## src/rtl/photon_pkg.sv

```systemverilog
// Shared definitions for the PHOTON-style permutation: geometry, state type,
// controller FSM encoding and the AddConstants tables.
package photon_pkg;

    localparam int STATE_W    = 100;
    localparam int CELL_W     = 4;
    localparam int DIM        = 5;
    localparam int NUM_ROUNDS = 12;
    localparam int RND_W      = 5;

    typedef logic [STATE_W-1:0] state_t;

    typedef enum logic [1:0] {
        IDLE = 2'd0,
        RUN  = 2'd1,
        DONE = 2'd2
    } ctrl_state_e;

    // Round constants (one per round) and per-row internal constants for d=5.
    localparam logic [CELL_W-1:0] RC [NUM_ROUNDS] = '{
        4'h1, 4'h3, 4'h7, 4'hE, 4'hD, 4'hB, 4'h6, 4'hC, 4'h9, 4'h2, 4'h5, 4'hA
    };
    localparam logic [CELL_W-1:0] IC [DIM] = '{4'h0, 4'h1, 4'h3, 4'h6, 4'h4};

    // Constant XORed into column 0 of a given row during round v.
    function automatic logic [CELL_W-1:0] ac_const(input logic [RND_W-1:0] v,
                                                   input int row);
        logic [CELL_W-1:0] rc;
        rc = (int'(v) < NUM_ROUNDS) ? RC[int'(v)] : '0;
        return rc ^ IC[row % DIM];
    endfunction

endpackage

```

## src/rtl/photon_round_ctrl.sv

```systemverilog
// Iterative round sequencer: accepts a state, drives the external round
// datapath once per clock for NUM_ROUNDS rounds, then offers the result.
module photon_round_ctrl
    import photon_pkg::*;
#(
    parameter int STATE_W    = photon_pkg::STATE_W,
    parameter int NUM_ROUNDS = photon_pkg::NUM_ROUNDS  // legal range 1..31
) (
    input  logic               clk,
    input  logic               rst_n,
    input  logic               in_valid,
    output logic               in_ready,
    input  logic [STATE_W-1:0] state_in,
    output logic               out_valid,
    input  logic               out_ready,
    output logic [STATE_W-1:0] state_out,
    output logic [4:0]         rnd_v,
    output logic [STATE_W-1:0] rnd_state_q,
    input  logic [STATE_W-1:0] rnd_state_d,
    output logic               busy
);

    localparam logic [4:0] LAST_RND = 5'(NUM_ROUNDS - 1);

    ctrl_state_e        fsm_q, fsm_d;
    logic [STATE_W-1:0] state_q, state_d;
    logic [4:0]         round_q, round_d;

    always_ff @(posedge clk) begin
        if (!rst_n) begin
            fsm_q   <= IDLE;
            state_q <= '0;
            round_q <= '0;
        end else begin
            fsm_q   <= fsm_d;
            state_q <= state_d;
            round_q <= round_d;
        end
    end

    always_comb begin
        fsm_d   = fsm_q;
        state_d = state_q;
        round_d = round_q;
        unique case (fsm_q)
            IDLE: begin
                if (in_valid) begin
                    state_d = state_in;
                    round_d = '0;
                    fsm_d   = RUN;
                end
            end
            RUN: begin
                state_d = rnd_state_d;
                if (round_q == LAST_RND) begin
                    round_d = '0;
                    fsm_d   = DONE;
                end else begin
                    round_d = round_q + 5'd1;
                end
            end
            DONE: begin
                // state_q is frozen here so state_out is stable until taken.
                if (out_ready) fsm_d = IDLE;
            end
            default: fsm_d = IDLE;
        endcase
    end

    // Handshakes decode from FSM state only; rst_n gating keeps the source
    // from seeing ready while reset is being applied.
    assign in_ready    = rst_n && (fsm_q == IDLE);
    assign out_valid   = (fsm_q == DONE);
    assign busy        = (fsm_q == RUN);
    assign rnd_v       = (fsm_q == RUN) ? round_q : 5'd0;
    assign state_out   = state_q;
    assign rnd_state_q = state_q;

endmodule

```

## config.mk

```make
export PLATFORM = sky130hd
export DESIGN_NAME = photon_round_ctrl
export DESIGN_NICKNAME = d
export VERILOG_FILES = /design/src/rtl/photon_pkg.sv /design/src/rtl/photon_round_ctrl.sv
export SDC_FILE = /design/constraint.sdc
export NUM_CORES = 1
export LEC_CHECK = 0
export CELL_PAD_IN_SITES_DETAIL_PLACEMENT = 1
export CELL_PAD_IN_SITES_GLOBAL_PLACEMENT = 1
export CORE_MARGIN = 5
export CORE_UTILIZATION = 24
export CTS_CLUSTER_SIZE = 28
export DETAILED_ROUTE_END_ITERATION = 12
export GPL_ROUTABILITY_DRIVEN = 0
export PLACE_DENSITY_LB_ADDON = 0.1
export REMOVE_ABC_BUFFERS = 1
export SYNTH_ARGS = -nofsm -noshare
export SYNTH_HDL_FRONTEND = slang
export SYNTH_SLANG_ARGS = --single-unit
```

## constraint.sdc

```tcl
create_clock -name clk -period 2.4 [get_ports clk]
set_input_delay 0.36 -clock clk [delete_from_list [all_inputs] [get_ports clk]]
set_output_delay 0.36 -clock clk [all_outputs]
set_load 0.1 [all_outputs]
```

==> results of run 1 <==
layout by cell type, fill, tap and decap left out, types with 3 or more instances in the layout:
master,synthesis,layout
o21ai_0,100,100
buf_12,0,13
o22ai_1,5,5
clkdlybuf4s50_1,0,202
clkinvlp_4,0,3
a21oi_1,173,173
buf_4,107,209
nand2_1,82,82
and2_1,4,4
dfxtp_1,107,107
inv_2,3,3
nand3_1,4,4
clkbuf_16,0,9
o2bb2ai_1,21,21
nor2_1,26,26
power by group through the flow:
stage / sequential (mW) / combinational, mW / clock [mW]
2_1_floorplan: 4.25 / 0.346 / 0
3_3_place_gp: 2.13 / 3.55 / 0
3_5_place_dp: 2.12 / 3.56 / 0
4_1_cts: 2.09 / 3.57 / 1.51
5_1_grt: 2.11 / 3.66 / 1.57
6_report: 2.08 / 3.54 / 1.44
worst register-to-register path, stage by stage, from the launching register on:
cell and delay, ps:
dfxtp_1 370, buf_4 350, inv_2 300, nor4_1 440, a32o_1 220
registers in the layout, summed over array words and instances (netlist names):
signal / cells
round_q: 5
fsm_q: 2
rnd_state_q: 100
cells by family (layout without fill, tap and decap cells):
| group | count (synthesis) | after routing | synth area share |
|---|---|---|---|
| and+or+nand+nor | 124 | 124 | 0.0933 |
| DFF | 107 | 107 | 0.396 |
| AOI/OAI and AO/OA | 310 | 310 | 0.311 |
| buffers and inverters | 162 | 445 | 0.197 |
| adders and majority gates | 1 | 1 | 0.00231 |
routing by layer:
layer	GRT usage	share of wire
met1	0.218	0.40
met3	0.0746	0.097
met5	0	0
met2	0.329	0.50
met4	0.0450	0.011
cells in the mapped netlist, drive strengths merged (2+ instances only):
library cell / count
a21oi: 173
buf: 136
dfxtp: 107
o21ai: 100
nand2: 82
nor2: 26
clkbuf: 22
o2bb2ai: 21
o22ai: 5
and2: 4
inv: 4
nand3: 4
nand2b: 3
a31oi: 2
o21bai: 2
o31ai: 2
path summary, 6_finish.rpt:
check               end  slack (ps)  cells past startpoint
min            fsm_q[0]         400                      3
max            in_ready         310                      4
max reg2reg    fsm_q[1]         670                      4
min reg2reg  round_q[4]         540                      2
area by class of cell:
| cell class | instances | area [sq um] |
|---|---|---|
| repair buffers | 425 | 3860 |
| well taps | 285 | 357 |
| flip-flops and latches | 107 | 2140 |
| clock inverters | 6 | 41.3 |
| inverters | 4 | 15.0 |
| multi-input cells | 435 | 2210 |
| clock buffers | 10 | 239 |
| fillers | 2706 | 13600 |
stage by stage:
| stage | utilization | total power [mW] | setup slack [ps] | hold slack (ps) |
|---|---|---|---|---|
| after floorplan | - | 4.59 | -2280 | 483 |
| after global placement | 0.382 | 5.68 | 586 | 530 |
| after detailed placement | 0.382 | 5.69 | 569 | 524 |
| after CTS | 0.395 | 7.17 | 241 | 402 |
| after global routing | 0.395 | 7.34 | 120 | 414 |
| final | 0.395 | 7.06 | 312 | 401 |
==> impl_metrics.csv, run 1 <==
group,metric,value,unit
clocking,cts_made_buffers,9,
worst_setup_path,cp_top_family,"buffers and inverters",
floorplan,num_rows,55,
route,first_iter_violations,299,
route,wl,25.5,mm
floorplan,start_util,0.241,
worst_setup_path,critical_path_class,"reg -> out",
placement,portBuffers,411,
clocking,ctsHtreeMaxLevel,3,
global_routing,grt_pass1_wl,38.5,mm
route,drtPass1Iterations,4,
sta,rsz0062_at_grt,"false",
global_routing,overflow,0,
placement,dp_hpwl,18.9,mm
global_routing,grt_util_all_layers,0.189,
clocking,cts_setup_buffers,0,
sta,fmax,479,MHz
worst_setup_path,crit_fanout,28,
floorplan,io_pins,412,
clocking,clock_latency,350,ps
final_layout,finalNonFillerCells,1272,
global_routing,grt_max_degree,79,
clocking,cts_tree,"done",
floorplan,die_x,160,um
placement,place_area,8580,sq um
sta,worst_pin_slew,523,ps
final_layout,finish.instance_area,8860,sq um
sta,layout_min_cycle_time,2090,ps
floorplan,die_h,160,um
final_layout,drive_gt1_frac,0.248,
synth,synth_top_flop_cell,"dfxtp_1",
placement,dp_cells,1256,
final_layout,n_antenna_cell,0,
sta,finalMaxSlewViolations,0,
clocking,path_clk_slew,80,ps
worst_setup_path,cp_num_buf_inv,2,
synth,yosysWarnings,0,
global_routing,grt_pass1_vias,6255,
route,wl_per_cell,20.1,um
clocking,clkSinkCount,107,
worst_setup_path,critPathCaptureType,"output pin",
power,power_density,797,nW/um^2
power,seqPwrFrac,0.295,
worst_setup_path,start_kind,"register",
clocking,clock_path_buffers,2,
power,p_leak,3.69,nW
final_layout,syn_to_final_growth,63.9,%
synth,syn_area,5410,sq um
floorplan,coreArea,22400,sq um
route,postRouteAntennaNets,0,
worst_setup_path,r2r-start,"fsm_q[0]",
sta,setup_viol,0,
synth,ys_seq_area_frac,0.396,
power,p_clk_frac,0.203,
power,irDropWorstVdd,0.356,mV
final_layout,fin_nets,1187,
route,drcViolationCount,0,
floorplan,dieArea,25600,sq um
sta,slew_headroom,0.651,
sta,worst_clock_skew,11.0,ps
synth,synthArstFlopShare,0,
clocking,clockRootBuffer,"clkbuf_16",
route,num_vias,6030,
clocking,cts_resized,0,
sta,post-route-period-util,0.870,
clocking,hold_buffers,0,
status,status,"finished, final reports clean",
synth,synth-edff-count,0,
worst_setup_path,cpPeakStageDelay,410,ps
worst_setup_path,cp.arrival,1730,ps
global_routing,antenna_found_initial,0,
sta,setup_tns,0,ps
synth,synth_area_per_cell,7.68,sq um
synth,ys_types,33,
synth,ys_seq_elements,107,
power,combPwrFrac,0.502,
sta,hold_viol,0,
power,power.internal,3.50,mW
synth,synth_area_leaders,"dfxtp_1, a21oi_1, buf_4",
worst_hold_path,hold_class,"in -> reg",
power,swShare,0.505,
worst_setup_path,slowest_stage,"inv_2",
worst_setup_path,crit_chain,"inv_2 -> nand2_1 -> nor2_1 -> buf_12",
power,power_switching,3.56,mW
worst_setup_path,crit_path_start,"fsm_q[1]",
synth,yosysTopAreaCell,"dfxtp_1",
route,via_per_inst,4.74,
worst_setup_path,critPathRequiredTime,2040,ps
flow_run,maxCapViolCount,0,
worst_hold_path,hp-start,"rst_n",
synth,syn_inst,704,
synth,netlist.area_leader.share,0.396,
Note: power is estimated with default switching activity, not from simulation.
==> inputs of run 2 (changes only) <==
CORE_AREA = 5 5 158 160   (was unset)
CORE_MARGIN = unset   (was 5)
CORE_UTILIZATION = unset   (was 24)
CTS_BUF_LIST = sky130_fd_sc_hd__clkbuf_4   (was unset)
DIE_AREA = 0 0 163 165   (was unset)
SETUP_SLACK_MARGIN = 0.05   (was unset)
==> run 2 against run 1 <==
Net effect:
- combinational power about the same
- clock power down 34%
- wire length grew 1.2%
- maximum frequency is 1.8% lower
- clock-buffer cell count is 1 higher
==> impl_metrics.csv, run 2 (synthesis results as in run 1) <==
group,metric,value,unit
global_routing,overflow,0,
clocking,clock_latency,460,ps
worst_hold_path,whs_endpoint,"fsm_q[0]",
worst_setup_path,r2r-start,"fsm_q[1]",
floorplan,die_x,163,um
power,power_switching,3.49,mW
sta,setup_viol,0,
sta,worst_slack,274,ps
clocking,clkSinkCount,107,
clocking,cts_tree,"done",
final_layout,syn_to_final_growth,61.6,%
final_layout,largest_reg_flops,100,
worst_setup_path,r2r_end,"round_q[0]",
clocking,cts_made_buffers,9,
clocking,clockRootBuffer,"clkbuf_4",
clocking,path_clk_slew,170,ps
global_routing,grt_pass1_wl,37.7,mm
sta,layout_min_cycle_time,2130,ps
floorplan,dieArea,26900,sq um
power,swShare,0.530,
placement,dp_hpwl,19.0,mm
route,drtPass1Iterations,4,
worst_setup_path,cpPeakStageDelay,400,ps
sta,worst_clock_skew,19.5,ps
global_routing,grt_pass1_vias,6199,
worst_setup_path,crit_chain,"nand2b_4 -> inv_2 -> and2_1 -> buf_12",
route,drcViolationCount,0,
floorplan,io_pins,412,
power,p_clk_frac,0.145,
global_routing,antenna_found_initial,2,
route,postRouteAntennaNets,0,
flow_run,maxCapViolCount,0,
worst_setup_path,crit_fanout,15,
worst_setup_path,critical_path_class,"reg -> out",
clocking,ctsHtreeMaxLevel,3,
worst_setup_path,reg2reg_slack,650,ps
clocking,clock_path_buffers,2,
worst_hold_path,hold_class,"in -> reg",
sta,rsz0062_at_grt,"false",
status,status,"finished, final reports clean",
sta,finalMaxSlewViolations,0,
placement,place_area,8610,sq um
floorplan,num_rows,56,
sta,fmax,470,MHz
final_layout,finish.instance_area,8740,sq um
final_layout,layout_common_cells,"buf_4, clkdlybuf4s50_1, a21oi_1, dfxtp_1, o21ai_0",
worst_setup_path,critPathRequiredTime,2040,ps
worst_hold_path,whs_path_depth,3,
power,p_leak,3.62,nW
placement,place_ws,528,ps
sta,slew_headroom,0.649,
worst_setup_path,start_kind,"register",
sta,worst_pin_slew,522,ps
sta,hold_viol,0,
power,combPwrFrac,0.539,
power,power.internal,3.09,mW
placement,portBuffers,411,
final_layout,drive_gt1_frac,0.244,
floorplan,start_util,0.232,
route,wl,25.8,mm
route,first_iter_violations,222,
global_routing,grt_util_all_layers,0.180,
worst_setup_path,critPathCaptureType,"output pin",
route,num_vias,5962,
worst_setup_path,cp_top_family,"buffers and inverters",
floorplan,die_h,165,um
final_layout,layout_commonest_cell,"buf_4",
route,via_per_inst,4.57,
worst_hold_path,hp-start,"rst_n",
power,irDropWorstVdd,0.335,mV
worst_setup_path,slowest_stage,"dfxtp_1",
floorplan,coreArea,23300,sq um
global_routing,grt_max_degree,109,
worst_setup_path,cp_num_buf_inv,2,
sta,post-route-period-util,0.886,
final_layout,fin_util,0.376,
worst_setup_path,cp.arrival,1770,ps
clocking,cts_setup_buffers,0,
power,power_density,753,nW/um^2
final_layout,fin_nets,1185,
power,seqPwrFrac,0.316,
route,wl_per_cell,19.8,um
worst_setup_path,reg2reg_depth,5,
==> run 2: cell type report <==
type	instances	area (sq um)
fillers	2827	14500
repair buffers	423	3840
multi-input cells	435	2210
flip-flops and latches	107	2140
well taps	319	399
clock buffers	11	82.6
clock inverters	4	42.5
inverters	4	17.5
diodes	1	2.50
==> run 2: worst max-delay path by stage <==
stage,startpoint,to,cells after the start
after floorplan,fsm_q[0],rnd_v[0],3
after global placement,in_valid,rnd_state_q[93],5
after detailed placement,in_valid,rnd_state_q[85],5
after CTS,fsm_q[1],in_ready,4
after global routing,fsm_q[1],rnd_v[2],4
final,fsm_q[1],rnd_v[0],4
==> run 2: power by group through the flow <==
stage          Sequential [mW]  Clock (mW)  Combinational [mW]
2_1_floorplan             4.25           0               0.346
3_3_place_gp              2.12           0                3.56
3_5_place_dp              2.12           0                3.57
4_1_cts                   2.09        1.01                3.57
5_1_grt                   2.11        1.07                3.67
6_report                  2.08       0.954                3.54
==> run 2: through the flow <==
| step | power, mW | hold slack, ps | setup TNS [ps] | instances |
|---|---|---|---|---|
| floorplan | 4.59 | 483 | -118650 | 546 |
| global placement | 5.68 | 522 | 0 | 1288 |
| detailed placement | 5.69 | 522 | 0 | 1288 |
| CTS | 6.66 | 181 | 0 | 1303 |
| global route | 6.84 | 193 | 0 | 1304 |
| finish | 6.58 | 224 | 0 | 1304 |
==> run 2: layer usage <==
layer,GRT usage,wire length (um)
met1,0.216,10500
met2,0.306,12400
met3,0.0706,2670
met4,0.0377,225
met5,0,11
==> run 2: worst register-to-register path: stages, from the launching register on <==
cell      delay (ps)
dfxtp_1          400
nand2b_4         180
inv_2            290
buf_4            380
o31ai_1          200
o31ai_1          230
==> run 2: repair_timing <==
item	4_1_cts	5_1_grt
setup endpoints to repair	0	1
gates resized for setup	0	2
hold buffers	0	0
==> inputs of run 3 (changes only) <==
SLEW_MARGIN = 20   (was unset)
==> results of run 3 <==
The final DEF is identical to that of run 2; final timing and power are the same.
